File: src/rtl/fetch.sv
// Instruction-fetch stage: owns the fetch PC, keeps one word read in flight
// to instruction memory and queues returned {pc,insn} pairs for decode.
module fetch #(
  parameter logic [31:0] START_PC  = 32'h8002_0000,
  parameter int          BUF_DEPTH = 2
) (
  input  logic        clock,
  input  logic        reset,
  input  logic        stall,
  input  logic        redirect,
  input  logic [31:0] redirectPc,
  output logic        memReq,
  output logic [31:0] memAddr,
  input  logic        memReady,
  input  logic        memRespValid,
  input  logic [31:0] memRespData,
  output logic [31:0] insn,
  output logic [31:0] pc,
  output logic        insn_valid
);
  localparam int PW = (BUF_DEPTH > 1) ? $clog2(BUF_DEPTH) : 1;
  localparam int CW = $clog2(BUF_DEPTH + 1);

  typedef enum logic [1:0] {IDLE, WAIT, FLUSH} state_t;

  state_t        state, state_nx;
  logic [31:0]   fetch_pc, req_pc;
  logic [CW-1:0] count, count_after_pop;
  logic [PW-1:0] rd_ptr, wr_ptr;
  logic [31:0]   buf_pc   [BUF_DEPTH];
  logic [31:0]   buf_insn [BUF_DEPTH];
  logic          room, pop, push, accept;

  function automatic logic [PW-1:0] ptr_inc(input logic [PW-1:0] p);
    return (p == PW'(BUF_DEPTH - 1)) ? '0 : p + PW'(1);
  endfunction

  // A redirect hides the head immediately so decode never consumes a stale word.
  assign insn_valid      = (count != '0) && !redirect;
  assign pop             = insn_valid && !stall;
  assign count_after_pop = count - CW'(pop);
  // A request is only issued when a slot is guaranteed for its response.
  assign room            = count_after_pop < CW'(BUF_DEPTH);
  assign accept          = memReq && memReady;
  // fetch_pc only moves on accept or redirect, so the address holds while stalled by memReady.
  assign memAddr         = fetch_pc;
  assign insn            = buf_insn[rd_ptr];
  assign pc              = buf_pc[rd_ptr];

  // State register
  always_ff @(posedge clock or posedge reset) begin
    if (reset) state <= IDLE;
    else       state <= state_nx;
  end

  // Next-state: a response arriving with a redirect is the stale word itself,
  // so it retires the outstanding request rather than entering FLUSH.
  always_comb begin
    state_nx = state;
    unique case (state)
      IDLE:  if (accept) state_nx = WAIT;
      WAIT:  if (memRespValid) state_nx = IDLE;
             else if (redirect) state_nx = FLUSH;
      // Further redirects keep us here; only the stale response ends the flush.
      FLUSH: if (memRespValid) state_nx = IDLE;
      default: state_nx = IDLE;
    endcase
  end

  // Outputs: request only from IDLE, push only the live response in WAIT
  always_comb begin
    memReq = 1'b0;
    push   = 1'b0;
    unique case (state)
      IDLE:    memReq = room && !redirect && !reset;
      WAIT:    push   = memRespValid && !redirect;
      default: ;
    endcase
  end

  // PC, request tag and FIFO storage; redirect clears the queue outright
  always_ff @(posedge clock or posedge reset) begin
    if (reset) begin
      fetch_pc <= START_PC;
      req_pc   <= '0;
      count    <= '0;
      rd_ptr   <= '0;
      wr_ptr   <= '0;
      for (int i = 0; i < BUF_DEPTH; i++) begin
        buf_pc[i]   <= '0;
        buf_insn[i] <= '0;
      end
    end else if (redirect) begin
      fetch_pc <= redirectPc & ~32'd3;
      count    <= '0;
      rd_ptr   <= '0;
      wr_ptr   <= '0;
    end else begin
      if (accept) begin
        req_pc   <= fetch_pc;
        fetch_pc <= fetch_pc + 32'd4;
      end
      if (push) begin
        buf_pc[wr_ptr]   <= req_pc;
        buf_insn[wr_ptr] <= memRespData;
        wr_ptr           <= ptr_inc(wr_ptr);
      end
      if (pop) rd_ptr <= ptr_inc(rd_ptr);
      count <= count_after_pop + CW'(push);
    end
  end

  // A push into a full queue means the slot reservation was broken.
  a_no_overflow: assert property (@(posedge clock) disable iff (reset)
    !(push && !pop && (count == CW'(BUF_DEPTH))))
    else $error("fetch: push into full instruction buffer");

endmodule

File: config.mk
export PLATFORM = sky130hd
export DESIGN_NAME = fetch
export DESIGN_NICKNAME = d
export VERILOG_FILES = /design/src/rtl/fetch.sv
export SDC_FILE = /design/constraint.sdc
export NUM_CORES = 1
export LEC_CHECK = 0
export ABC_AREA = 1
export BUFFER_PORTS_ARGS = -buffer_cell sky130_fd_sc_hd__buf_2
export CAP_MARGIN = 20
export CORE_MARGIN = 4
export CORE_UTILIZATION = 60
export CTS_CLUSTER_DIAMETER = 60
export DETAILED_ROUTE_END_ITERATION = 7
export GPL_TIMING_DRIVEN = 1
export PLACE_DENSITY = 0.86
export SETUP_SLACK_MARGIN = 0.1
export SLEW_MARGIN = 5
export SYNTH_ARGS = -nofsm -noshare
export SYNTH_HDL_FRONTEND = slang
export SYNTH_SLANG_ARGS = --single-unit
File: constraint.sdc
create_clock -name clock -period 9.6 [get_ports clock]
set_input_delay 0 -clock clock [delete_from_list [all_inputs] [get_ports clock]]
set_output_delay 0 -clock clock [all_outputs]
set_load 0.05 [all_outputs]
Yosys cells after proc, flatten, opt, wreduce, memory -nomap -nowiden --
Index checks and enable logic that the tools add are counted.
Storage, ports and cells: register bits 198, bits of input ports 70, output and inout port bits 98, logic and storage cells 71
Operators by class: add/sub/neg operators 5, $lt $le $gt $ge 4, equal/unequal tests 5, multiplexer cells 26, bitwise operators 3, reductions and logical operators 18
Operator list (number):
- two-way mux 32 bit | 9
- bitwise mux 64 bit | 2
- adder 32 x 3 -> 32 bit, second input constant | 1
- demux 32 bit (select 1 bit) | 1
- two-way mux 2 bit | 5
- two-way mux 1 bit | 8
- nonzero test 2 bit | 4
- logical AND 1 bit | 7
- one-hot mux 2 bit (3 select lines) | 1
- greater-or-equal comparator 2 bit, second input constant | 2
- != test 2 bit, second input constant | 2
- NOT 1 -> 2 bit | 2
- AND reduction 2 bit | 2
- logical NOT 1 bit | 3
- != test 3 bit, second input constant | 1
- AND reduction 3 bit | 1
- adder 1 bit, second input constant | 2
- adder 2 x 1 -> 2 bit | 1
- equality test 2 x 1 -> 1 bit, second input constant | 1
- equality test 2 bit, second input constant | 1
- logical NOT 2 bit | 1
- less-than comparator 2 x 1 -> 1 bit, second input constant | 1
- less-than comparator 2 bit, second input constant | 1
- subtractor 2 x 1 -> 2 bit | 1
- NOT 1 bit | 1

Longest topological paths before layout --
Gate-level depths: netlist of run 1.
word-level depth 11, mapped depth 15, gate-level depth less buffers 13

Least setup slack after synthesis of run 1 --
OpenSTA, ideal clock, no wires.
path type input to register, start point input reset, end point register fetch_pc[16], in the netlist memAddr[16], setup time 0.118 ns, arrival 5.066 ns, required time 9.482 ns, slack 4.416 ns, stages 10, buffers on the path 2, cell sequence inv_1 > nand2_1 > nor2_2 > nand3_2 > buf_6 > buf_2 > nand3_1 > nand2_1 > inv_1 > nand2_1
Between the ends: word-level cells in the longest chain between the ends 5
Ends and longest elaborated chain:
- start, declared | RTL line 8 | input logic reset,
- logical NOT 1 bit (no source line)
- logical AND 1 bit | RTL line 75 | IDLE: memReq = room && !redirect && !reset;
- two-way mux 1 bit | RTL line 74 | unique case (state)
- logical AND 1 bit | RTL line 44 | assign accept = memReq && memReady;
- nonzero test 2 bit (no source line)
- end signal, assigned | RTL line 94 | fetch_pc <= redirectPc & ~32'd3;
- end signal, assigned | RTL line 101 | fetch_pc <= fetch_pc + 32'd4;
- end, declared | RTL line 27 | logic [31:0] fetch_pc, req_pc;
No other way between the ends. A chain may end at the register's enable or synchronous reset.

Final worst setup path of run 1 --
start point register count[1], end point register fetch_pc[12], in the netlist memAddr[12]
Between the ends: word-level cells in the longest chain between the ends 10
Ends and longest elaborated chain:
- start, declared | RTL line 28 | logic [CW-1:0] count, count_after_pop;
- start signal, assigned | RTL line 109 | count <= count_after_pop + CW'(push);
- nonzero test 2 bit | RTL line 39 | assign insn_valid = (count != '0) && !redirect;
- logical AND 1 bit | RTL line 39
- logical AND 1 bit | RTL line 40 | assign pop = insn_valid && !stall;
- subtractor 2 x 1 -> 2 bit * | RTL line 41 | assign count_after_pop = count - CW'(pop);
- less-than comparator 2 bit * | RTL line 43 | assign room = count_after_pop < CW'(BUF_DEPTH);
- logical AND 1 bit * (2 in a row) | RTL line 75
- two-way mux 1 bit * | RTL line 74
- logical AND 1 bit * | RTL line 44
- nonzero test 2 bit (no source line) *
Every way passes the cells marked *; elsewhere a longest branch is shown, timed or not.

==> metrics.csv, run 1 <==
stage,metric,value,unit
place,io_buffers,161,
timing,period_share,29.3,%
synth,yosysWarnings,0,
power,power.total,0.00268,W
place,gp_congestion,0.853,
floorplan,die_area,0.0172,mm2
timing,rsz0062_at_grt,false,
setup_path,startpoint_type,flop,
cts,post_cts_resized,0,
cts,clock_latency,440,ps
global_routing,grt_antenna_before_repair,2,
drt,ant_nets,0,
place,dp_hpwl,13.5,mm
finish,layout_common_cells,"nand2_1 (278), dfrtp_1 (187), buf_2 (161), inv_1 (140), nor2_1 (101)",
timing,setup_violations,0,
cts,cts_tree,yes,
global_routing,grt.total_usage,26.2,%
global_routing,grt_start_max_net_pins,111,
floorplan,die_h,131,um
power,switching_power,0.00112,W
floorplan,initial_core_util,62.0,%
power,leakage,5.88,nW
synth,synth_area,0.00911,mm2
cts,clk_pin_slew_worst_paths,70,ps
setup_path,cp.required,9920,ps
power,power.share.clock,24.7,%
timing,finalSetupTns,0,ps
setup_path,arrival,3130,ps
floorplan,core_area,0.0147,mm2
power,powerDensity,242,mW/mm2
finish,finalNetCount,1379,
finish,drive_gt1_share,20.0,%
drt,via_per_inst,5.25,
timing,worst_pin_slew,1050,ps
floorplan,io_pins,168,
global_routing,grt_pass1_wl,37.4,mm
synth,synth.distinct_cells,33,
synth,synthMuxAreaShare,4.57,%
floorplan,dieWidth,131,um
floorplan,rows,44,
timing,max_freq,0.356,GHz
synth,yosys.area_share.simple,22.3,%
flow_run,maxCapViolCount,0,
cts,cts_made_buffers,17,
worst_hold_path,hp-class,in2async,
global_routing,grt_pass1_vias,7573,
cts,clock-sinks,190,
setup_path,crit_fanout,59,
drt,drt_wl_total,22.4,mm
synth,post_synth_fa_ha_maj_area_fraction,0.412,%
setup_path,criticalPathCategory,reg2reg,
power,power_frac_seq,40.6,%
drt,firstDrtPassIters,7,
power,combPwrFrac,34.8,%
finish,final_common_cell,nand2_1,
synth,synth_compound_area_share,9.75,%
drt,vias,7894,
setup_path,cp-end-kind,flop,
power,sw_frac_of_total,41.6,%
synth,synthXorXnorAreaFrac,0.769,%
synth,seq_area_frac_synth,52.2,%
cts,cts_max_level,4,
timing,slew_headroom,30.2,%
power,ir_drop,144,uV
power,power.internal,0.00157,W
drt,drc,0,
cts,cts_buffer_depth,2,
synth,ys_ff_latch,190,
timing,slew_viol_final,0,
drt,dr.first_iter.drc_count,554,
synth,netlist_instances,1109,
timing,finalCriticalPeriod,2810,ps
cts,cts_root_buf,clkbuf_16,
finish,area_growth,21.8,%
outcome,status,finished clean,
synth,synth_top_family_by_area,simple AND/OR/NAND/NOR gates,
synth,avgSynthCellArea,8.22,um2
timing,finClkSkew,9.69,ps
global_routing,grt-ovfl-total,0,
drt,wire_per_inst,14.9,um
timing,hold_viol,0,
==> layer usage <==
| layer | wire length (um) | global-route usage [%] |
|---|---|---|
| met2 | 10900 | 42.9 |
| met1 | 9710 | 36.0 |
| met4 | 367 | 6.71 |
| met5 | 0 | 0 |
| met3 | 1470 | 5.81 |
==> state kept, by name, summed over array words and instances, names as in the netlist <==
signal    flops
count         2
state         2
memAddr      30
req_pc       30
buf_insn     64
wr_ptr        1
rd_ptr        1
buf_pc       60
==> critical path, cell delays in order, from the launching register on <==
cell     delay, ps
dfrtp_1        350
inv_1           50
a21oi_1        170
nand2_1        120
inv_1           80
ha_1           150
inv_1           40
nand2_1         50
nand2_1        100
nand3_2        360
buf_4          600
inv_2          350
nand3_1        190
nand3_1         80
==> what timing repair did <==
action,4_1_cts,5_1_grt
hold buffers,65,0
buffers inserted,0,0
endpoints found under the hold margin,141,0
endpoints found under the setup margin,0,0
==> per-stage QoR <==
stage               util [%]  setup WS, ps  cell area (um2)  cells  hold WS, ps
CTS                     75.3          6780            11100   1502         99.3
global route            75.5          6440            11100   1504          126
floorplan                  -          4410             9130   1112         96.0
global placement        67.1          6850             9870   1405         24.5
detailed placement      67.1          6790             9870   1405         28.1
finish                  75.5          6790            11100   1504          113
==> area by class of cell <==
type	instances	area [um2]
flip-flops and latches	190	4760
fillers	1028	3600
multi-input cells	719	3470
repair buffers	233	1530
inverters	145	552
clock buffers	17	425
well taps	184	230
clock inverters	15	126
diodes	1	2.50
==> final timing paths <==
path | start | to | slack, ps | depth (start not counted)
worst max register to register | count[1] | memAddr[12] | 6790 | 13
worst min-delay path | reset | buf_insn[6] | 110 | 3
max in group asynchronous | reset | buf_insn[23] | 8190 | 4
min in group clock | redirect | count[0] | 120 | 3
worst max-delay path | count[1] | memAddr[12] | 6790 | 13
worst min register to register | buf_pc[45] | buf_pc[45] | 470 | 2
==> cell usage after synthesis (all sizes together) <==
cell type | number | area (um2)
o31ai | 1 | 7.51
or2 | 1 | 6.26
conb | 1 | 3.75
buf | 43 | 302
ha | 3 | 37.5
o211ai | 2 | 15.0
nand3 | 85 | 430
dfrtp | 188 | 4700
nand4 | 1 | 6.26
xor2 | 8 | 70.1
nand2 | 281 | 1060
nor3 | 5 | 36.3
and2 | 2 | 12.5
inv | 145 | 547
nand3b | 1 | 7.51
mux2 | 37 | 417
nor3b | 1 | 7.51
nor2 | 114 | 470
o21ai | 99 | 495
dfstp | 2 | 52.6
a21oi | 74 | 370
clkbuf | 15 | 56.3
==> kinds of logic (layout without fill, tap and decap cells) <==
| group | after synthesis | in the layout |
|---|---|---|
| fa+ha+maj | 3 | 3 |
| other cells | 1 | 5 |
| buf+inv | 203 | 410 |
| xor+xnor | 8 | 8 |
| flops | 190 | 190 |
| mux | 37 | 37 |
| compound gates | 176 | 176 |
| simple gates | 491 | 491 |
==> power by group through the flow <==
stage               Sequential (W)  Clock, W  Combinational, W
global route               0.00111  0.000703           0.00100
global placement           0.00109         0          0.000884
floorplan                  0.00112         0          0.000669
detailed placement         0.00110         0          0.000901
finish                     0.00109  0.000662          0.000933
CTS                        0.00108  0.000667          0.000927
No activity file was read; power rests on OpenSTA's default activity.
==> run 2: changes to the inputs <==
Settings changed: ABC_AREA 1 to 0, CORE_UTILIZATION 60 to 50, PLACE_DENSITY 0.86 to 0.77.
Clock period 9.6 ns to 2.3 ns, I/O delays scaled along.
==> metrics.csv, run 2 <==
stage,metric,value,unit
drt,via_per_inst,5.63,
cts,clock-sinks,190,
place,io_buffers,161,
global_routing,grt_antenna_before_repair,0,
setup_path,arrival,2610,ps
power,power.total,0.0117,W
global_routing,grt-ovfl-total,0,
global_routing,grt_start_max_net_pins,63,
timing,slew_headroom,50.5,%
synth,synth_area_leaders,"dfrtp_1 (54%), mux2_2 (24%), nand2_1 (4.2%), clkbuf_1 (1.4%), a221o_1 (1.2%)",
floorplan,die_h,140,um
timing,hold_viol,0,
finish,finalNetCount,1033,
finish,largest-register,buf_insn,
synth,synth.distinct_cells,52,
synth,ys_ff_latch,190,
timing,finalHoldWorstSlack,28.3,ps
finish,largest_reg_flops,64,
timing,rsz0062_at_grt,true,
setup_path,startpoint_type,flop,
power,ir_drop,640,uV
finish,area_growth,32.7,%
setup_path,cp-end-kind,flop,
outcome,failed_checks,negative setup slack,
finish,top_regs,"buf_insn (64), buf_pc (60)",
floorplan,dieWidth,140,um
place,dp_hpwl,13.9,mm
drt,ant_nets,0,
power,leakage,5.63,nW
floorplan,die_area,0.0195,mm2
worst_hold_path,hp-class,in2reg,
drt,drt_wl_total,21.8,mm
place,gp_congestion,0.915,
synth,synth_area,0.00866,mm2
finish,drive_gt1_share,46.5,%
cts,cts_made_buffers,17,
timing,fin_ws,-4.65,ps
timing,finalCriticalPeriod,2300,ps
global_routing,grt.total_usage,22.4,%
finish,finalNonFillerCells,1193,
floorplan,io_pins,168,
drt,firstDrtPassIters,5,
cts,cts_root_buf,clkbuf_16,
global_routing,grt_pass1_vias,6956,
floorplan,core_area,0.0168,mm2
setup_path,path_cells,nor2_2 -> nor3_2 -> ha_2 -> xor2_2 -> or4_4 -> buf_6 -> buf_4 -> o31ai_2 -> o311ai_1,
synth,yosysMostFrequentCell,dfrtp_1,
synth,synth_edf_count,0,
finish,diodes,0,
cts,clk_pin_slew_worst_paths,80,ps
place,place_inst,1087,
drt,vias,6722,
timing,setup_violations,1,
floorplan,initial_core_util,51.7,%
timing,finClkSkew,9.50,ps
power,powerDensity,1020,mW/mm2
setup_path,cp_slowest_cell,or4_4,
drt,drc,0,
synth,synthFlopType,dfrtp_1,
outcome,status,"finished, violations left",
timing,period_share,100,%
setup_path,crit_fanout,6,
finish,layout_common_cells,"mux2_2 (187), dfrtp_1 (187), buf_2 (162), nand2_1 (95), dlygate4sd3_1 (65)",
timing,finalSetupTns,-4.65,ps
floorplan,rows,47,
timing,slew_viol_final,0,
drt,dr.first_iter.drc_count,431,
synth,yosysWarnings,0,
cts,cts_buffer_depth,2,
worst_hold_path,holdPathStages,3,
synth,synth_top_cell_area_share,54.3,%
setup_path,rr_worst_depth,9,
cts,cts_max_level,4,
synth,synthArstFlopShare,100,%
timing,max_freq,0.434,GHz
flow_run,maxCapViolCount,0,
setup_path,cpPeakStageDelay,550,ps
synth,synth.top_cells.by_count,"dfrtp_1 (188), mux2_2 (187), nand2_1 (96), clkbuf_1 (32), nand3_1 (18)",
global_routing,grt_pass1_wl,35.5,mm
finish,final_core_util,68.6,%
synth,netlist_instances,709,
setup_path,cp.required,2600,ps
synth,seq_area_frac_synth,54.9,%
drt,wire_per_inst,18.3,um
synth,avgSynthCellArea,12.2,um2
timing,worst_pin_slew,741,ps
finish,nFillCells,1160,
cts,clock_latency,430,ps
synth,synth_top_area_cell,dfrtp_1,
setup_path,criticalPathCategory,reg2reg,
cts,cts_tree,yes,
-- run 2: cell count changes after synthesis, sizes merged, moves of 69 or more --
cell   before  now
mux2       37  187
o21ai      99   14
inv       145   14
a21oi      74    5
nand2     281   96
nor2      114   13
-- run 2: metal layers --
metal	track usage, %	share of wire (%)	wire [um]	vias up
met3	5.49	6.5	1420	35
met5	0	0	0	-
li1	-	-	-	3065
met4	6.78	1.9	422	0
met1	29.7	43	9370	3343
met2	36.8	49	10600	279
-- run 2: cell type report --
class	instances	area (um2)	area share, %
clock buffers	17	425	3.70
inverters	14	56.3	0.490
flip-flops and latches	190	4760	41.4
clock inverters	15	249	2.17
well taps	220	275	2.39
repair buffers	274	1960	17.0
multi-input cells	463	3780	32.8
-- run 2: worst paths after layout --
| path | startpoint | to | slack, ps |
|---|---|---|---|
| max reg2reg | count[0] | memAddr[22] | -5 |
| max in group asynchronous | reset | buf_insn[7] | 1270 |
| min in group asynchronous | reset | count[1] | 290 |
| max | count[0] | memAddr[22] | -5 |
| min reg2reg | buf_insn[7] | buf_insn[7] | 500 |
| min | redirect | wr_ptr | 30 |
-- run 2: worst max-delay path: cells and delay by family (launching register included) --
kind	cells	cell delay, ps
fa+ha+maj	1	200
compound gates	2	370
flops	1	390
simple gates	3	760
xor+xnor	1	150
buf+inv	2	300
-- run 2: stage by stage --
stage / setup slack [ps] / cell area (um2)
3_5_place_dp: -93.0 / 10000
2_1_floorplan: -147 / 8700
3_3_place_gp: -17.4 / 10000
6_report: -4.65 / 11500
4_1_cts: 40.4 / 11400
5_1_grt: -40.9 / 11500
-- run 2: where the power goes --
part	internal (W)	leakage [nW]	total (W)	switching, W
clock	0.00198	0.326	0.00334	0.00137
sequential	0.00400	2.47	0.00446	0.000453
combinational	0.00130	2.83	0.00387	0.00257
total	0.00728	5.63	0.0117	0.00439
-- run 2: what timing repair did --
item                                    4_1_cts  5_1_grt
hold buffers                                 65        0
gates cloned                                  1        0
buffers inserted                              6        2
endpoints found under the setup margin        7       18
pin swaps                                    11        8
hold endpoints to repair                    122        0
resized for setup                             6        9
-- run 2: kinds of logic after synthesis --
logic type                 synth area share (%)
AOI/OAI and AO/OA                          5.76
xor gates and xnor gates                  0.405
DFF                                        54.9
and+or+nand+nor                            10.8
adders and majority gates                 0.433
buffers and inverters                      2.87
muxes                                      24.8
other                                    0.0433
==> run 3: changes to the inputs <==
Settings changed: BUFFER_PORTS_ARGS -buffer_cell sky130_fd_sc_hd__buf_2 to not set, CORE_UTILIZATION 50 to 57, DONT_BUFFER_PORTS set to 1, PLACE_DENSITY 0.77 to 0.76.
==> metrics.csv, run 3 (synthesis results as in run 2) <==
stage,metric,value,unit
timing,period_share,102,%
power,combPwrFrac,32.5,%
global_routing,grt-ovfl-total,0,
power,powerDensity,1010,mW/mm2
setup_path,rr_worst_depth,8,
drt,drt_wl_total,21.9,mm
setup_path,crit_fanout,6,
floorplan,die_area,0.0172,mm2
timing,finClkSkew,9.41,ps
power,power_frac_seq,40.5,%
finish,drive_gt1_share,36.5,%
cts,clk_pin_slew_worst_paths,70,ps
global_routing,use_met3,5.93,%
floorplan,dieWidth,131,um
place,io_buffers,0,
cts,clock_latency,420,ps
global_routing,grt_util_met1,32.4,%
floorplan,die_h,131,um
setup_path,cp.required,2660,ps
global_routing,grt_antenna_before_repair,0,
global_routing,grtUsageMet2,42.1,%
global_routing,grt_start_max_net_pins,124,
power,sw_frac_of_total,38.4,%
floorplan,core_area,0.0147,mm2
finish,largest_reg_flops,64,
finish,top_regs,"buf_insn (64), buf_pc (60)",
drt,drc,0,
setup_path,cp-end-kind,flop,
drt,vias,6195,
power,power.total,0.0109,W
global_routing,grt_pass1_vias,6520,
power,leakage,5.06,nW
global_routing,busiest_layer,met2,
finish,largest-register,buf_insn,
timing,fin_ws,-37.4,ps
setup_path,criticalPathCategory,reg2reg,
cts,cts_made_buffers,17,
global_routing,grt.total_usage,24.9,%
cts,cts_tree,yes,
floorplan,io_pins,168,
drt,wire_per_inst,21.3,um
timing,finalCriticalPeriod,2340,ps
worst_hold_path,hp-class,in2reg,
power,power.share.clock,27.0,%
timing,hold_viol,0,
finish,design_area,0.0108,mm2
finish,layout_common_cells,"mux2_2 (187), dfrtp_1 (187), nand2_1 (95), dlygate4sd3_1 (81), buf_4 (50)",
cts,cts_max_level,4,
drt,via_per_inst,6.03,
timing,rsz0062_at_grt,true,
place,dpl-instance-area,0.00928,mm2
outcome,failed_checks,negative setup slack,
setup_path,crit_path_start,count[0],
place,gp_congestion,0.868,
power,switching_power,0.00420,W
floorplan,rows,44,
cts,clock-sinks,190,
timing,worst_pin_slew,934,ps
global_routing,grt_pass1_wl,35.0,mm
timing,setup_violations,2,
timing,slew_headroom,37.5,%
setup_path,r2r_start,count[0],
finish,diodes,0,
floorplan,initial_core_util,58.9,%
cts,cts_buffer_depth,2,
finish,area_growth,25.3,%
finish,finalNetCount,903,
flow_run,maxCapViolCount,0,
setup_path,crit_end,memAddr[20],
drt,firstDrtPassIters,5,
power,ir_drop,574,uV
drt,dr.first_iter.drc_count,492,
setup_path,arrival,2700,ps
place,dp_hpwl,13.8,mm
setup_path,r2r-end,memAddr[20],
cts,cts_root_buf,clkbuf_16,
timing,slew_viol_final,0,
power,power.internal,0.00674,W
timing,max_freq,0.428,GHz
setup_path,startpoint_type,flop,
setup_path,r2r_setup_slack,-40,ps
outcome,status,"finished, violations left",
drt,ant_nets,0,
-- run 3: area by class of cell --
type | instances | area [um2]
multi-input combinational | 463 | 3790
fill | 931 | 3850
clock buffer | 20 | 467
timing repair buffer | 144 | 1420
clock inverter | 12 | 133
sequential | 190 | 4760
inverter | 14 | 56.3
tap | 184 | 230
-- run 3: per-stage QoR --
| step | hold WS, ps | instances | setup WS, ps | util, % | setup TNS [ps] |
|---|---|---|---|---|---|
| 2_1_floorplan | 66.4 | 712 | -147 | - | -27610 |
| 3_3_place_gp | 27.9 | 908 | -58.8 | 63.1 | -84.2 |
| 3_5_place_dp | 40.5 | 908 | -150 | 63.1 | -497 |
| 4_1_cts | 4.28 | 1021 | -0.864 | 72.7 | -0.864 |
| 5_1_grt | 5.86 | 1027 | -85.2 | 73.8 | -187 |
| 6_report | 1.02 | 1027 | -37.4 | 73.8 | -63.2 |
-- run 3: worst min path at each step --
stage | startpoint | to | slack (ps) | cells past startpoint
floorplan | memRespValid | state[1] | 70 | 1
global placement | reset | memAddr[29] | 30 | 2
detailed placement | reset | memAddr[28] | 40 | 2
CTS | memReady | memAddr[26] | 4 | 4
global route | memReady | memAddr[16] | 6 | 3
finish | memReady | memAddr[16] | 1 | 3
-- run 3: per-layer routing --
layer | vias up | routed length [um]
li1 | 2785 | -
met5 | - | 0
met2 | 270 | 10700
met4 | 0 | 418
met1 | 3105 | 9180
met3 | 35 | 1570
-- run 3: power groups by stage --
stage                     clock network [W]  registers (W)  logic, W
after floorplan                           0        0.00454   0.00277
after global placement                    0        0.00441   0.00334
after detailed placement                  0        0.00447   0.00339
after CTS                           0.00300        0.00442   0.00353
after global routing                0.00316        0.00452   0.00371
final                               0.00295        0.00443   0.00356
-- run 3: repair_timing --
action | 4_1_cts | 5_1_grt
pin swaps | 4 | 10
cloned | 0 | 1
buffers inserted | 2 | 3
endpoints found under the hold margin | 291 | 2
gates resized for setup | 4 | 16
setup endpoints to repair | 10 | 55
hold buffers | 79 | 2
-- run 3: critical path: stages (launching register included) --
cell and delay [ps]:
dfrtp_1 390, nor2_2 160, nor3_2 60, ha_2 190, xor2_2 160, or4_4 600, buf_6 160, or4_4 470
nand3_2 80
